`src/rtl/bullet_scheduler_pkg.sv`:
```
// rtl/bullet_scheduler_pkg.sv - shared state encodings and default geometry for the bullet scheduler
package bullet_scheduler_pkg;

    typedef enum logic [1:0] {
        S_IDLE = 2'd0,
        S_PEND = 2'd1,
        S_HOLD = 2'd2
    } fire_state_e;

    localparam int DEF_TOP_Y = 66;
    localparam int DEF_SPEED = 4;
    localparam int DEF_POS_W = 10;
    localparam int IDX_W     = 3;

endpackage

```
`src/rtl/bullet_scheduler_if.sv`:
```
// rtl/bullet_scheduler_if.sv - input/sprite bundle between game logic and the bullet scheduler
interface bullet_scheduler_if #(
    parameter int NUM_SLOTS = 4,
    parameter int POS_W     = 10
);
    logic                                     frame_tick;
    logic                                     pbG;
    logic [POS_W-1:0]                         ship_x;
    logic [POS_W-1:0]                         ship_y;
    logic                                     kill_valid;
    logic [bullet_scheduler_pkg::IDX_W-1:0]   kill_slot;
    logic [NUM_SLOTS-1:0]                     slot_active;
    logic [NUM_SLOTS*POS_W-1:0]               slot_x;
    logic [NUM_SLOTS*POS_W-1:0]               slot_y;
    logic                                     fire_accepted;
    logic                                     pool_full;

    modport master (
        output frame_tick, pbG, ship_x, ship_y, kill_valid, kill_slot,
        input  slot_active, slot_x, slot_y, fire_accepted, pool_full
    );

    modport slave (
        input  frame_tick, pbG, ship_x, ship_y, kill_valid, kill_slot,
        output slot_active, slot_x, slot_y, fire_accepted, pool_full
    );
endinterface

```
`src/rtl/bullet_scheduler_fire_button_sync.sv`:
```
// rtl/bullet_scheduler_fire_button_sync.sv - two-flop synchronizer for the active-low fire button
module fire_button_sync (
    input  logic clk,
    input  logic reset,
    input  logic pb_n,
    output logic pressed,
    output logic released
);
    logic sync1_q, sync1_d;
    logic sync2_q, sync2_d;

    always_comb begin
        sync1_d = pb_n;
        sync2_d = sync1_q;
    end

    // Flops reset to 1 so the button reads as released out of reset.
    always_ff @(posedge clk) begin
        if (reset) begin
            sync1_q <= 1'b1;
            sync2_q <= 1'b1;
        end else begin
            sync1_q <= sync1_d;
            sync2_q <= sync2_d;
        end
    end

    assign pressed  = ~sync2_q;
    assign released = sync2_q;
endmodule

```
`src/rtl/bullet_scheduler.sv`:
```
// rtl/bullet_scheduler.sv - bullet slot pool with cooldown and fire FSM; AUTOFIRE_EN repeats shots while held
module bullet_scheduler
    import bullet_scheduler_pkg::*;
#(
    parameter int NUM_SLOTS       = 4,
    parameter int COOLDOWN_FRAMES = 8,
    parameter int TOP_Y           = DEF_TOP_Y,
    parameter int SPEED           = DEF_SPEED,
    parameter int POS_W           = DEF_POS_W
) (
    input  logic              clk,
    input  logic              reset,
    bullet_scheduler_if.slave bus
);
    localparam int              CD_W      = $clog2(COOLDOWN_FRAMES + 1);
    localparam logic [POS_W-1:0] RETIRE_Y  = POS_W'(TOP_Y + SPEED);
    localparam logic [POS_W-1:0] STEP      = POS_W'(SPEED);
    localparam logic [CD_W-1:0]  CD_RELOAD = CD_W'(COOLDOWN_FRAMES - 1);

    logic btn_pressed, btn_released;

    fire_button_sync u_sync (
        .clk      (clk),
        .reset    (reset),
        .pb_n     (bus.pbG),
        .pressed  (btn_pressed),
        .released (btn_released)
    );

    fire_state_e                      state_q, state_d;
    logic [NUM_SLOTS-1:0]             active_q, active_d;
    logic [NUM_SLOTS-1:0][POS_W-1:0]  x_q, x_d;
    logic [NUM_SLOTS-1:0][POS_W-1:0]  y_q, y_d;
    logic [CD_W-1:0]                  cooldown_q, cooldown_d;
    logic                             fire_q, fire_d;
    logic                             full_q, full_d;

    logic [NUM_SLOTS-1:0] kill_mask, free_mask, alloc_sel;
    logic                 accept;

    always_comb begin
        active_d   = active_q;
        x_d        = x_q;
        y_d        = y_q;
        cooldown_d = cooldown_q;
        state_d    = state_q;
        fire_d     = 1'b0;
        accept     = 1'b0;

        for (int i = 0; i < NUM_SLOTS; i++) begin
            kill_mask[i] = bus.kill_valid && (bus.kill_slot == IDX_W'(i));
        end

        // Killed slots stay off-limits to this tick's allocation even if already idle.
        free_mask = ~active_q & ~kill_mask;
        alloc_sel = free_mask & (-free_mask);

        if (bus.frame_tick) begin
            accept = (state_q == S_PEND) && (cooldown_q == '0) && (|free_mask);
            if (cooldown_q != '0) begin
                cooldown_d = cooldown_q - CD_W'(1);
            end
            for (int i = 0; i < NUM_SLOTS; i++) begin
                if (active_q[i] && !kill_mask[i]) begin
                    if (y_q[i] <= RETIRE_Y) begin
                        active_d[i] = 1'b0;
                    end else begin
                        y_d[i] = y_q[i] - STEP;
                    end
                end
                if (accept && alloc_sel[i]) begin
                    active_d[i] = 1'b1;
                    x_d[i]      = bus.ship_x;
                    y_d[i]      = bus.ship_y;
                end
            end
            if (accept) begin
                cooldown_d = CD_RELOAD;
                fire_d     = 1'b1;
            end
        end

        active_d = active_d & ~kill_mask;
        full_d   = &active_d;

        unique case (state_q)
            S_IDLE: if (btn_pressed) state_d = S_PEND;
            S_PEND: if (accept) state_d = S_HOLD;
            S_HOLD: begin
`ifdef AUTOFIRE_EN
                if (btn_pressed) state_d = S_PEND;
                else if (btn_released) state_d = S_IDLE;
`else
                if (btn_released) state_d = S_IDLE;
`endif
            end
            default: state_d = S_IDLE;
        endcase
    end

    always_ff @(posedge clk) begin
        if (reset) begin
            state_q    <= S_IDLE;
            active_q   <= '0;
            x_q        <= '0;
            y_q        <= '0;
            cooldown_q <= '0;
            fire_q     <= 1'b0;
            full_q     <= 1'b0;
        end else begin
            state_q    <= state_d;
            active_q   <= active_d;
            x_q        <= x_d;
            y_q        <= y_d;
            cooldown_q <= cooldown_d;
            fire_q     <= fire_d;
            full_q     <= full_d;
        end
    end

    assign bus.slot_active   = active_q;
    assign bus.slot_x        = x_q;
    assign bus.slot_y        = y_q;
    assign bus.fire_accepted = fire_q;
    assign bus.pool_full     = full_q;
endmodule
```
`src/flat_wrapper.sv`:
```
// flat-port wrapper written by rule: the top's interface ports become plain ports
module bullet_scheduler_flat import bullet_scheduler_pkg::*;
#(
    parameter int NUM_SLOTS       = 4,
    parameter int COOLDOWN_FRAMES = 8,
    parameter int TOP_Y           = DEF_TOP_Y,
    parameter int SPEED           = DEF_SPEED,
    parameter int POS_W           = DEF_POS_W
)
  (clk, reset, bus_frame_tick, bus_pbG, bus_ship_x, bus_ship_y, bus_kill_valid, bus_kill_slot, bus_slot_active, bus_slot_x, bus_slot_y, bus_fire_accepted, bus_pool_full);
  bullet_scheduler_if #(.NUM_SLOTS(NUM_SLOTS), .POS_W(POS_W)) bus_i ();
  input  logic clk;
  input  logic reset;
  input wire logic [$bits(bus_i.frame_tick)-1:0] bus_frame_tick;
  input wire logic [$bits(bus_i.pbG)-1:0] bus_pbG;
  input wire logic [$bits(bus_i.ship_x)-1:0] bus_ship_x;
  input wire logic [$bits(bus_i.ship_y)-1:0] bus_ship_y;
  input wire logic [$bits(bus_i.kill_valid)-1:0] bus_kill_valid;
  input wire logic [$bits(bus_i.kill_slot)-1:0] bus_kill_slot;
  output wire logic [$bits(bus_i.slot_active)-1:0] bus_slot_active;
  output wire logic [$bits(bus_i.slot_x)-1:0] bus_slot_x;
  output wire logic [$bits(bus_i.slot_y)-1:0] bus_slot_y;
  output wire logic [$bits(bus_i.fire_accepted)-1:0] bus_fire_accepted;
  output wire logic [$bits(bus_i.pool_full)-1:0] bus_pool_full;
  assign bus_i.frame_tick = bus_frame_tick;
  assign bus_i.pbG = bus_pbG;
  assign bus_i.ship_x = bus_ship_x;
  assign bus_i.ship_y = bus_ship_y;
  assign bus_i.kill_valid = bus_kill_valid;
  assign bus_i.kill_slot = bus_kill_slot;
  assign bus_slot_active = bus_i.slot_active;
  assign bus_slot_x = bus_i.slot_x;
  assign bus_slot_y = bus_i.slot_y;
  assign bus_fire_accepted = bus_i.fire_accepted;
  assign bus_pool_full = bus_i.pool_full;
  bullet_scheduler #(.NUM_SLOTS(NUM_SLOTS), .COOLDOWN_FRAMES(COOLDOWN_FRAMES), .TOP_Y(TOP_Y), .SPEED(SPEED), .POS_W(POS_W)) u_core (.clk(clk), .reset(reset), .bus(bus_i));
endmodule
```
`config.mk`:
```
export PLATFORM = sky130hd
export DESIGN_NAME = bullet_scheduler_flat
export DESIGN_NICKNAME = d
export VERILOG_FILES = /design/src/rtl/bullet_scheduler_pkg.sv /design/src/rtl/bullet_scheduler_if.sv /design/src/rtl/bullet_scheduler_fire_button_sync.sv /design/src/rtl/bullet_scheduler.sv /design/src/flat_wrapper.sv
export SDC_FILE = /design/constraint.sdc
export NUM_CORES = 1
export LEC_CHECK = 0
export ABC_AREA = 1
export ABC_CLOCK_PERIOD_IN_PS = 1500
export BUFFER_PORTS_ARGS = -buffer_cell sky130_fd_sc_hd__buf_2
export CORE_MARGIN = 8
export CORE_UTILIZATION = 26
export CTS_CLUSTER_SIZE = 24
export DETAILED_ROUTE_END_ITERATION = 8
export PLACE_DENSITY = 0.44
export SLEW_MARGIN = 20
export SYNTH_ARGS = -nofsm -noshare
export SYNTH_HDL_FRONTEND = slang
export SYNTH_HIERARCHICAL = 1
export SYNTH_SLANG_ARGS = --single-unit
```
`constraint.sdc`:
```
create_clock -name clk -period 1.5 [get_ports clk]
set_input_delay 0.15 -clock clk [delete_from_list [all_inputs] [get_ports clk]]
set_output_delay 0.15 -clock clk [all_outputs]
set_load 0.02 [all_outputs]
```
# == After elaboration in Yosys (flattened, before gate mapping) ==
# Index checks and enable logic that the tools add are counted.
# classes
addsub,6
magnitude_cmp,4
eq_ne,12
muxes,33
bitwise,6
n_reduce_logical,40
# op_table
operator,count
$mux W10,12
$le A10 B7 Y1 const B,4
$sub A10 B3 Y10 const B,4
$reduce_and A3 Y1,5
$logic_and A1 B1 Y1,14
$mux W1,14
$and A4 B4 Y4,3
$mux W4,3
$ne A2 B2 Y1 const B,6
$reduce_and A2 Y1,5
$reduce_bool A2 Y1,5
$not A4 Y4,2
$eq A3 B2 Y1 const B,2
$mux W2,3
$pmux W2 S3,1
$logic_not A1 Y1,4
$logic_not A4 Y1,1
$neg A4 Y4,1
$reduce_and A4 Y1,1
$reduce_bool A4 Y1,1
$reduce_or A4 Y1,1
$sub A4 B1 Y4 const B,1
$eq A3 B1 Y1 const B,1
$logic_not A3 Y1,1
6 further kinds,6
# totals
register_bits,94
in_bits,28
output_inout_bits,86
word_cells,116

# == Logic depth before layout (Yosys ltp) ==
# Gate-level depths: netlist of the first run.
# depth
word_depth,11
ltp_mapped,12
mapped_depth_nobuf,12

# == Cells and area by module ==
# Netlist of the first run, hierarchy kept.
# by_module_without_submodules
module,instances,cells_per_inst,area_each_um2,seq_area_each_um2
bullet_scheduler,1,670,4728.3,1841.8
fire_button_sync,1,8,62.6,40.0

# == Worst setup path before layout of the first run ==
# No wires, ideal clock.
# synth_path
kind,register -> register
start,"register u_core.y_q, in the netlist u_core/bus.slot_y[23]"
end,"register u_core.y_q, in the netlist u_core/bus.slot_y[23]"
setup_time_ns,0.117
arrival_time_ns,1.511
t_required_ns,1.383
path_slack_ns,-0.128
path_stages_with_launch,11
n_path_buf,0
synth_period_minus_slack_ns,1.628
cell_sequence,dfxtp_1 inv_1 ha_1 a21oi_1 o21ai_0 nand2_1 nand2_1 nand2_2 inv_1 nor3_1 nor2_1
# synth_via
elab_chain_cells,4
elab_cells_between_ends,7
cone_classes,add/sub (1); order compare (1); eq/ne (1); mux (3); reduce/logical (1)
# synth_lines
item,line_no,text
start: declaration,bullet_scheduler.sv:33,"logic [NUM_SLOTS-1:0][POS_W-1:0] y_q, y_d;"
start signal: assignment,bullet_scheduler.sv:114,y_q <= y_d;
$sub A10 B3 Y10,bullet_scheduler.sv:68,y_d[i] = y_q[i] - STEP;
$mux W10,bullet_scheduler.sv:65,if (y_q[i] <= RETIRE_Y) begin
$mux W10,bullet_scheduler.sv:64,if (active_q[i] && !kill_mask[i]) begin
$mux W10,bullet_scheduler.sv:71,if (accept && alloc_sel[i]) begin
# Parallel ways exist; a longest one is shown, timed or not. The select of a mux whose other input is x is not followed.
# A chain may end at the register's enable or synchronous reset.

# == Worst setup path after layout of the first run ==
# layout_path
start,register u_core.cooldown_q[0]
end,"register u_core.x_q, in the netlist u_core/bus.slot_x[39]"
# layout_via
elab_chain_cells,5
# layout_lines
item,line_no,text
start: declaration,bullet_scheduler.sv:34,"logic [CD_W-1:0] cooldown_q, cooldown_d;"
start signal: assignment,bullet_scheduler.sv:115,cooldown_q <= cooldown_d;
$logic_not A4 Y1,bullet_scheduler.sv:59,accept = (state_q == S_PEND) && (cooldown_q == '0) && (|free_mask);
$logic_and A1 B1 Y1 (2 in series),bullet_scheduler.sv:59,
$logic_and A1 B1 Y1,bullet_scheduler.sv:71,
$reduce_and A2 Y1 (no line),n/a,
end signal: assignment,bullet_scheduler.sv:105,x_q <= '0;
end signal: assignment,bullet_scheduler.sv:113,x_q <= x_d;
end: declaration,bullet_scheduler.sv:32,"logic [NUM_SLOTS-1:0][POS_W-1:0] x_q, x_d;"
# Every way passes these cells.

==> results of run 1 <==
power by group through the flow:
stage          registers [uW]  clock network, uW  logic, uW
2_1_floorplan            2800                  0        759
3_3_place_gp             2730                  0       1480
3_5_place_dp             2730                  0       1470
4_1_cts                  2680               2340       1500
5_1_grt                  2710               2440       1940
6_report                 2700               2270       1780
area by class of cell:
| cell class | count | area [um^2] |
|---|---|---|
| clock inverters | 5 | 40.0 |
| flip-flops and latches | 94 | 1900 |
| well taps | 229 | 287 |
| repair buffers | 219 | 1610 |
| clock buffers | 11 | 243 |
| multi-input cells | 478 | 3120 |
| fillers | 1934 | 10500 |
| inverters | 84 | 355 |
worst paths after layout:
kind / endpoint / slack [ns] / cells after the start
worst max-delay path: u_core/bus.slot_x[39] / -0.13 / 8
worst min-delay path: u_core/bus.slot_x[39] / 0.08 / 3
worst max register to register: u_core/bus.slot_x[39] / -0.13 / 8
worst min register to register: u_core/u_sync/released / 0.41 / 2
placed cells by master, fill, tap and decap left out, types with 16 or more instances in the layout:
master / n
o21ai_0: 38
inv_1: 66
nor2_4: 17
buf_6: 17
o21ai_2: 32
o21ai_1: 23
nor2_1: 95
dfxtp_1: 85
nand2_1: 73
a21oi_1: 23
buf_4: 74
nand3_1: 24
nor2_2: 23
nand2_2: 16
buf_2: 113
what timing repair did:
item | 4_1_cts | 5_1_grt
endpoints found under the hold margin | 1 | 0
pin swaps | 12 | 44
setup endpoints to repair | 70 | 86
buffers inserted | 0 | 4
hold buffers | 1 | 0
gates resized for setup | 57 | 204
gates cloned | 0 | 8
stage by stage:
step                hold slack [ns]  utilization  worst slack, ns  std cells  setup TNS [ns]
floorplan                     0.242            -          -0.0275        678         -0.0275
global placement              0.338        0.350           -0.113       1091           -1.84
detailed placement            0.349        0.350           -0.146       1091           -2.68
CTS                          0.0614        0.374          -0.0638       1108           -1.52
global route                 0.0749        0.419           -0.209       1120          -11.06
finish                       0.0801        0.419           -0.130       1120           -4.16
state kept, by name, indices dropped and copies added, names as in the netlist:
name / count
u_core/bus.slot_x: 40
u_core/bus.slot_y: 40
u_core/bus.slot_active: 4
u_core/cooldown_q: 4
u_core/state_q: 2
u_core/bus.fire_accepted: 1
u_core/bus.pool_full: 1
u_core/u_sync/released: 1
u_core/u_sync/sync1_q: 1
layer usage:
layer / part of all wire / GRT usage
met5: 0 / 0
met3: 0.042 / 0.0238
met2: 0.47 / 0.231
met1: 0.47 / 0.198
met4: 0.023 / 0.0676
cell families (layout without fill, tap and decap cells):
family / Yosys count / after routing
and+or+nand+nor: 306 / 307
DFF: 94 / 94
buffers and inverters: 107 / 319
AOI/OAI and AO/OA: 144 / 144
adders and majority gates: 10 / 10
xor gates and xnor gates: 17 / 17
tightest hold or removal path: stages:
cell and delay [ns]:
buf_2 0.10, o21ai_2 0.06, a21oi_2 0.09
==> flow_summary_export.csv, run 1 <==
group,metric,value,unit
logic_synthesis,ys.flop_type,"dfxtp_1",
critical_path,slowest_delay,0.32,ns
logic_synthesis,ys_types,38,
timing,fin_crit_sh,1.09,
cells_and_area,fin_nets,924,
die,die_height,152,um
placement,gp_congestion,0.806,
logic_synthesis,synth_warnings,6,
critical_path,crit_chain,"inv_2 > ha_4 > nand4_4 > nor2_4 > nand3_4 > clkbuf_16 > o21ai_2 > a21oi_2",
placement,placed_area,6310,um^2
pwr,cellLeakagePower,0.00366,uW
logic_synthesis,ys_seq_area_frac,0.393,
clock_network,cts_max_level,3,
pwr,p_switching,2150,uW
pwr,power_frac_comb,0.264,
cells_and_area,num_antenna_cells,0,
cells_and_area,areaGrowthSynthToFinish,57.5,%
logic_synthesis,synthXorXnorAreaFrac,0.0311,
detailed_routing,first_pass_iters,4,
logic_synthesis,synth_area_leaders,"dfxtp_1 (39%), nor2_1 (10%), o21ai_0 (9.3%), nand2_1 (7.3%), inv_1 (6.1%)",
timing,rsz0062_at_grt,"true",
pwr,peakVddDrop,0.507,mV
global_route,grt_max_degree,45,
timing,finalMaxSlewViolations,0,
timing,fmax,0.613,GHz
pwr,p_total,6750,uW
detailed_routing,routed_wirelength,18000,um
logic_synthesis,synth_async_sr_flop_share,0,
critical_path,critPathCaptureType,"register",
detailed_routing,avgViaCountPerCell,4.53,
die,io_pins,114,
logic_synthesis,synth_cells,678,
logic_synthesis,yosys.area_share.simple,0.290,
logic_synthesis,post-synth-top-count-cell,"nor2_1",
pwr,clkPwrFrac,0.336,
clock_network,cts.root.buffer_cell,"clkbuf_16",
min_path,hold_path.class,"primary input to register",
die,start_util,0.266,
pwr,switching_share,0.318,
die,core.rowCount,49,
detailed_routing,dr_total_vias,5074,
timing,worst_pin_slew,0.357,ns
outcome,status,"finished with violations",
pwr,pwr-share-seq,0.400,
global_route,track_usage,0.148,
die,chipWidth,152,um
global_route,antenna_found_initial,0,
critical_path,worst-setup-path-type,"register to register",
logic_synthesis,yosys.area.top_type,"dfxtp_1",
cells_and_area,final_cell_area,7540,um^2
critical_path,critPathSlowestCell,"dfxtp_2",
pwr,power_density,895,nW/um^2
critical_path,startpoint_type,"register",
flow_run,cap_violations,0,
critical_path,cp_max_fo,7,
logic_synthesis,synthesis.area,4790,um^2
detailed_routing,drcViolationCount,0,
timing,period_needed,1.63,ns
detailed_routing,postRouteAntennaNets,0,
clock_network,cts_tree,"done",
timing,report.final.hold_viol_count,0,
cells_and_area,drive_gt1_frac,0.465,
critical_path,cp.arrival,1.88,ns
logic_synthesis,syn_nets,716,
outcome,violations,"negative setup slack",
logic_synthesis,avgSynthCellArea,7.07,um^2
critical_path,critPathTopFamily,"simple AND/OR/NAND/NOR gates",
detailed_routing,avgRoutedWirePerCell,16.1,um
critical_path,cp_num_buf_inv,2,
global_route,grt_pass1_vias,4791,
logic_synthesis,post_synth_fa_ha_maj_area_fraction,0.0261,
placement,numPortBuffers,113,
detailed_routing,drtIter0Drc,270,
timing,slew_headroom,0.762,
logic_synthesis,synth_top_area_share,0.393,
clock_network,clock-sinks,94,
die,die_area,23000,um^2
placement,dpl.hpwl,12900,um
clock_network,clk_pin_slew,0.07,ns
timing,setup_violations,64,
clock_network,clock_latency,0.35,ns
die,coreArea,18000,um^2
critical_path,timing.rr.start,"u_core/cooldown_q[0]",
timing,fin_worst_skew,0.00696,ns
critical_path,cp-startpoint,"u_core/cooldown_q[0]",
logic_synthesis,ys_seq_elements,94,
logic_synthesis,synth_edf_count,0,
pwr,p_int,4610,uW
logic_synthesis,synth_top_family_by_area,"simple AND/OR/NAND/NOR gates",
critical_path,required,1.75,ns
timing,worst_slack,-0.130,ns
clock_network,clockBufferDepth,2,
logic_synthesis,synth.top_cells.by_count,"nor2_1 (130), dfxtp_1 (94), nand2_1 (93)",
logic_synthesis,synth_compound_area_frac,0.163,
clock_network,cts_buffers,9,
global_route,grt_overflow,0,
global_route,grt_pass1_wl,26100,um
min_path,hold_path_startpoint,"bus_ship_x[9]",
logic_synthesis,synthMuxAreaShare,0,
Note: power is estimated with default switching activity, not from simulation.
==> run 2: changes to the inputs <==
- CORE_MARGIN: 8 -> not set
==> run 2 against run 1 <==
  * Register-to-register slack gained 0.04 ns
  * Cell area shrank 3.4%
  * Sequential cell count is the same
  * Critical endpoint is now u_core/bus.slot_y[13]
  * Power is 0.25% lower
  * Highest routed layer unchanged
  * Largest cell class unchanged
  * Clock power increased by 2%
  * Sequential power barely moved
  * Utilization down 1.4 points
  * Die area shrank 18%
  * Clock-buffer cell count fell by 1
  * The run still ends with negative setup slack left
  * Sequential share of layout area is 0.89 points higher
  * Hold slack lost 0.0035 ns
  * Clock skew grew 0.0039 ns
==> flow_summary_export.csv, run 2 (synthesis results as in run 1) <==
group,metric,value,unit
critical_path,timing.rr.start,"u_core/cooldown_q[0]",
clock_network,clock_latency,0.36,ns
detailed_routing,routed_wirelength,16700,um
detailed_routing,first_pass_iters,5,
cells_and_area,mostFrequentLayoutCells,"nor2_1 (114), buf_2 (113), dfxtp_1 (84)",
flow_run,cap_violations,0,
critical_path,reg2reg_slack,-0.09,ns
timing,report.final.hold_viol_count,0,
timing,worst_slack,-0.0928,ns
clock_network,cts_tree,"done",
critical_path,startpoint_type,"register",
critical_path,slowest_delay,0.32,ns
critical_path,critPathTopFamily,"simple AND/OR/NAND/NOR gates",
clock_network,clockBufferDepth,2,
critical_path,cp_num_buf_inv,4,
clock_network,cts_max_level,3,
global_route,antenna_found_initial,1,
detailed_routing,postRouteAntennaNets,0,
critical_path,cp.arrival,1.84,ns
timing,period_needed,1.59,ns
clock_network,clock-sinks,94,
cells_and_area,mostFrequentLayoutCell,"nor2_1",
global_route,grt_pass1_wl,25700,um
min_path,hold_path_startpoint,"bus_ship_x[8]",
global_route,grt_pass1_vias,4787,
min_path,hold_path.class,"primary input to register",
detailed_routing,drtIter0Drc,349,
timing,tns,-3.32,ns
timing,fin_crit_sh,1.06,
min_path,whs_path_depth,3,
timing,fmax,0.628,GHz
detailed_routing,drcViolationCount,0,
timing,slew_headroom,0.775,
pwr,power_density,924,nW/um^2
pwr,peakVddDrop,0.695,mV
global_route,grt_overflow,0,
timing,setup_violations,77,
critical_path,worst-setup-path-type,"register to register",
global_route,track_usage,0.180,
outcome,status,"finished with violations",
min_path,hold_end,"u_core/bus.slot_x[38]",
placement,dpl.hpwl,12300,um
global_route,grt_max_degree,26,
clock_network,cts.root.buffer_cell,"clkbuf_16",
critical_path,required,1.74,ns
die,start_util,0.266,
cells_and_area,post-route-util,0.404,
die,chipWidth,138,um
critical_path,critPathCaptureType,"register",
clock_network,cts_buffers,9,
cells_and_area,areaGrowthSynthToFinish,52.2,%
placement,numPortBuffers,113,
detailed_routing,avgRoutedWirePerCell,14.8,um
die,coreArea,18000,um^2
timing,worst_pin_slew,0.338,ns
timing,rsz0062_at_grt,"true",
cells_and_area,fin_nets,929,
placement,gp_congestion,0.835,
cells_and_area,drive_gt1_frac,0.433,
critical_path,cp_max_fo,7,
timing,whs,0.0766,ns
die,core.rowCount,49,
outcome,violations,"negative setup slack",
detailed_routing,dr_total_vias,5126,
critical_path,crit_chain,"inv_2 > ha_4 > nand4_4 > inv_2 > nand3_4 > nor2_8 > inv_6 > nand2_4 > inv_6 > nor2_1 > nor2_1",
placement,place_ws,-0.128,ns
critical_path,critPathSlowestCell,"dfxtp_2",
critical_path,reg2reg_to,"u_core/bus.slot_y[13]",
pwr,cellLeakagePower,0.00356,uW
timing,finalMaxSlewViolations,0,
critical_path,r2r_cells,11,
timing,fin_worst_skew,0.0109,ns
die,die_height,138,um
detailed_routing,avgViaCountPerCell,4.55,
die,die_area,19000,um^2
die,io_pins,114,
clock_network,clk_pin_slew,0.08,ns
critical_path,path_depth,11,
==> run 2: cell types whose count changed in the layout (fill, tap and decap cells not counted), sizes merged <==
cell,previous run,this run
buf,214,221
clkbuf,15,12
clkinvlp,3,1
inv,85,87
clkinv,1,2
diode,0,1
==> run 2: what timing repair did <==
action,4_1_cts,5_1_grt
endpoints found under the hold margin,1,0
gates resized for setup,128,74
pin swaps,37,27
endpoints found under the setup margin,72,92
gates cloned,1,4
setup buffers,9,1
hold buffers,1,0
==> run 2: tightest hold or removal path, cell delays in order <==
cell	delay [ns]
buf_2	0.10
o21ai_2	0.06
a21oi_2	0.09
==> run 2: worst max-delay path by stage <==
stage	slack, ns	from	to
after CTS	-0.09	u_core/cooldown_q[0]	u_core/bus.slot_y[13]
after floorplan	-0.03	u_core/bus.slot_y[23]	u_core/bus.slot_y[23]
final	-0.09	u_core/cooldown_q[0]	u_core/bus.slot_y[13]
after detailed placement	-0.13	u_core/bus.slot_y[23]	u_core/bus.slot_y[24]
after global routing	-0.19	u_core/cooldown_q[1]	u_core/bus.slot_y[8]
after global placement	-0.12	u_core/bus.slot_y[23]	u_core/bus.slot_y[22]
==> run 2: area by class of cell <==
| type | count | area, um^2 |
|---|---|---|
| fillers | 1930 | 10700 |
| diodes | 1 | 2.50 |
| multi-input cells | 478 | 2870 |
| repair buffers | 224 | 1610 |
| clock buffers | 10 | 229 |
| clock inverters | 6 | 53.8 |
| flip-flops and latches | 94 | 1900 |
| inverters | 84 | 345 |
| well taps | 229 | 287 |
==> run 2: report_power, final <==
group	leakage, uW	switching [uW]	internal [uW]
sequential	0.000764	66.1	2610
clock	0.000136	1150	1160
combinational	0.00266	939	816
==> run 2: routing by layer <==
metal,wire [um],vias to the layer above,track usage
met5,0,-,0
met4,226,0,0.0610
met3,603,11,0.0239
met2,7960,91,0.294
met1,7870,2394,0.243
li1,-,2630,-
==> run 2: metrics by stage <==
step | instances | total power, uW | area [um^2]
floorplan | 678 | 3560 | 4820
global placement | 1093 | 4210 | 6310
detailed placement | 1093 | 4210 | 6310
CTS | 1120 | 6700 | 7000
global route | 1126 | 7110 | 7290
finish | 1126 | 6740 | 7290
==> run 3: changes to the inputs <==
- SYNTH_HIERARCHICAL: 1 -> not set
==> run 3 against run 2 <==
  * The flow still finishes with violations (negative setup slack)
  * Clock-buffer cell count stayed put
  * Wire length down 3.5%
  * Via count down 2.9%
  * Critical path depth up 1
  * Utilization is 1.2 points higher
  * Die area down 2.7%
  * Global-route usage is 0.78 points lower
  * Critical endpoint is now u_core.bus.slot_y[23]
  * Largest power group unchanged
  * Highest routed layer unchanged
==> flow_summary_export.csv, run 3 <==
group,metric,value,unit
die,io_pins,114,
placement,dpl.hpwl,11600,um
die,die_height,136,um
global_route,grt_overflow,0,
critical_path,crit_end,"u_core.bus.slot_y[23]",
pwr,peakVddDrop,0.575,mV
logic_synthesis,post-synth-top-count-cell,"nor2_1",
timing,worst_slack,-0.193,ns
clock_network,cts.root.buffer_cell,"clkbuf_16",
placement,numPortBuffers,113,
critical_path,required,1.75,ns
clock_network,cts_tree,"done",
global_route,grt_pass1_wl,24500,um
logic_synthesis,ys_seq_elements,94,
placement,dp_cells,1074,
pwr,power_density,906,nW/um^2
detailed_routing,routed_wirelength,16100,um
timing,fmax,0.591,GHz
logic_synthesis,synth_edf_count,0,
critical_path,slowest_delay,0.33,ns
critical_path,crit_chain,"inv_2 > ha_4 > nand2_4 > nor3_4 > buf_4 > buf_6 > nand3_4 > buf_8 > nand2_2 > o21ai_1 > nor2_1 > nor2_1",
logic_synthesis,synth.top_cells.by_count,"nor2_1 (123), nand2_1 (109), dfxtp_1 (94)",
detailed_routing,avgRoutedWirePerCell,14.5,um
outcome,violations,"negative setup slack",
logic_synthesis,avgSynthCellArea,6.88,um^2
pwr,p_switching,1960,uW
cells_and_area,mostFrequentLayoutCell,"buf_2",
critical_path,worst-setup-path-type,"register to register",
cells_and_area,final_cell_area,7240,um^2
clock_network,clock-sinks,94,
cells_and_area,num_antenna_cells,0,
critical_path,cp_max_fo,7,
die,start_util,0.268,
pwr,cellLeakagePower,0.00342,uW
die,die_area,18500,um^2
critical_path,cp.arrival,1.94,ns
logic_synthesis,yosys.area.top_type,"dfxtp_1",
timing,slew_headroom,0.772,
cells_and_area,mostFrequentLayoutCells,"buf_2 (113), nor2_1 (112), dfxtp_1 (86)",
cells_and_area,final_cells,1108,
timing,period_needed,1.69,ns
clock_network,cts_max_level,3,
logic_synthesis,synth_warnings,0,
logic_synthesis,ys.flop_type,"dfxtp_1",
clock_network,cts_buffers,9,
detailed_routing,drcViolationCount,0,
logic_synthesis,synth_cells,677,
timing,rsz0062_at_grt,"true",
critical_path,cp-startpoint,"u_core.cooldown_q[0]",
detailed_routing,avgViaCountPerCell,4.49,
logic_synthesis,syn_nets,714,
detailed_routing,drtIter0Drc,199,
placement,placed_area,6100,um^2
die,chipWidth,136,um
pwr,pwr-share-seq,0.404,
global_route,track_usage,0.172,
critical_path,timing.rr.start,"u_core.cooldown_q[0]",
cells_and_area,drive_gt1_frac,0.416,
logic_synthesis,ys_types,32,
critical_path,critPathSlowestCell,"dfxtp_2",
pwr,switching_share,0.299,
pwr,clkPwrFrac,0.372,
timing,setup_violations,86,
clock_network,clock_latency,0.35,ns
flow_run,cap_violations,0,
clock_network,clk_pin_slew,0.07,ns
detailed_routing,first_pass_iters,5,
timing,report.final.hold_viol_count,0,
min_path,hold_path.class,"primary input to register",
pwr,p_total,6570,uW
critical_path,reg2reg_to,"u_core.bus.slot_y[23]",
pwr,power_frac_comb,0.224,
cells_and_area,areaGrowthSynthToFinish,55.5,%
timing,fin_crit_sh,1.13,
cells_and_area,fin_nets,915,
global_route,antenna_found_initial,0,
detailed_routing,postRouteAntennaNets,0,
critical_path,r2r_cells,12,
outcome,status,"finished with violations",
timing,finalMaxSlewViolations,0,
logic_synthesis,synth_top_area_share,0.404,
critical_path,startpoint_type,"register",
critical_path,reg2reg_slack,-0.19,ns
timing,worst_pin_slew,0.342,ns
timing,tns,-8.68,ns
logic_synthesis,ys_seq_area_frac,0.404,
clock_network,clockBufferDepth,2,
die,coreArea,17400,um^2
pwr,p_int,4600,uW
detailed_routing,dr_total_vias,4977,
logic_synthesis,synth_area_leaders,"dfxtp_1 (40%), nor2_1 (9.9%), o21ai_0 (8.9%), nand2_1 (8.8%), inv_1 (6.0%)",
critical_path,path_common_cell,"nor2_1",
timing,fin_worst_skew,0.00479,ns
die,core.rowCount,48,
global_route,grt_max_degree,72,
global_route,grt_pass1_vias,4752,
critical_path,critPathCaptureType,"register",
placement,gp_congestion,0.815,
logic_synthesis,synth_async_sr_flop_share,0,
logic_synthesis,synthesis.area,4660,um^2
==> run 3: cell types whose count changed after synthesis, sizes merged, moves of 3 or more <==
cell	before	now
nor3	9	4
xor2	14	23
or2	1	4
o21bai	3	0
nor2	137	127
inv	83	80
nand2	103	117
o21ai	99	89
nand4	12	9
clkbuf	10	14
nand3	41	48
==> run 3: worst max-delay path, delay by kind of cell, from the launching register on <==
kind / cells / cell delay (ns)
flip-flops: 1 / 0.33
AO/OA/AOI/OAI: 1 / 0.05
adder cells (fa/ha/maj): 1 / 0.15
AND/OR/NAND/NOR: 6 / 0.55
buffers and inverters: 4 / 0.49
==> run 3: per-stage QoR <==
step,hold WS (ns),util,setup slack [ns]
after floorplan,0.254,-,-0.0786
after global placement,0.344,0.350,-0.220
after detailed placement,0.344,0.350,-0.254
after CTS,0.0897,0.382,-0.141
after global routing,0.113,0.416,-0.279
final,0.105,0.416,-0.193
==> run 3: worst min-delay path by stage <==
stage                       start                    end  slack, ns  cells past startpoint
global route        bus_ship_x[9]  u_core.bus.slot_x[19]       0.11                      3
CTS                 bus_ship_x[3]  u_core.bus.slot_x[23]       0.09                      3
global placement          bus_pbG  u_core.u_sync.sync1_q       0.34                      2
floorplan                 bus_pbG  u_core.u_sync.sync1_q       0.25                      1
finish              bus_ship_x[9]  u_core.bus.slot_x[19]       0.11                      3
detailed placement        bus_pbG  u_core.u_sync.sync1_q       0.34                      2
==> run 3: power by group through the flow <==
stage | registers, uW | logic (uW) | clock network [uW]
2_1_floorplan | 2780 | 677 | 0
3_3_place_gp | 2700 | 1220 | 0
3_5_place_dp | 2710 | 1230 | 0
4_1_cts | 2650 | 1340 | 2490
5_1_grt | 2660 | 1610 | 2590
6_report | 2650 | 1470 | 2440
==> run 3: routing by layer <==
layer / track usage / routed length [um] / vias to the layer above
li1: - / - / 2568
met1: 0.223 / 7550 / 2300
met2: 0.287 / 7630 / 87
met3: 0.0257 / 560 / 22
met4: 0.0691 / 343 / 0
met5: 0 / 0 / -
==> run 3: layout make-up <==
| type | count | area, um^2 |
|---|---|---|
| multi-input combinational | 478 | 2920 |
| fill | 1823 | 10200 |
| timing repair buffer | 215 | 1520 |
| sequential | 94 | 1890 |
| clock inverter | 6 | 67.6 |
| tap | 225 | 282 |
| clock buffer | 10 | 239 |
| inverter | 80 | 323 |
==> run 3: cells by family (layout without fill, tap and decap cells) <==
logic type / count (synthesis) / count (layout) / share of synthesized area
simple gates: 311 / 313 / 0.288
compound gates: 131 / 131 / 0.143
buf+inv: 107 / 311 / 0.0934
flops: 94 / 94 / 0.404
xor+xnor: 25 / 25 / 0.0470
fa+ha+maj: 9 / 9 / 0.0242
==> run 3: what timing repair did <==
| action | CTS | global route |
|---|---|---|
| resized for setup | 64 | 149 |
| gates cloned | 2 | 4 |
| setup buffers | 5 | 6 |
| pin swaps | 18 | 38 |
| hold buffers | 1 | 0 |
| endpoints found under the setup margin | 92 | 92 |
| endpoints found under the hold margin | 1 | 0 |
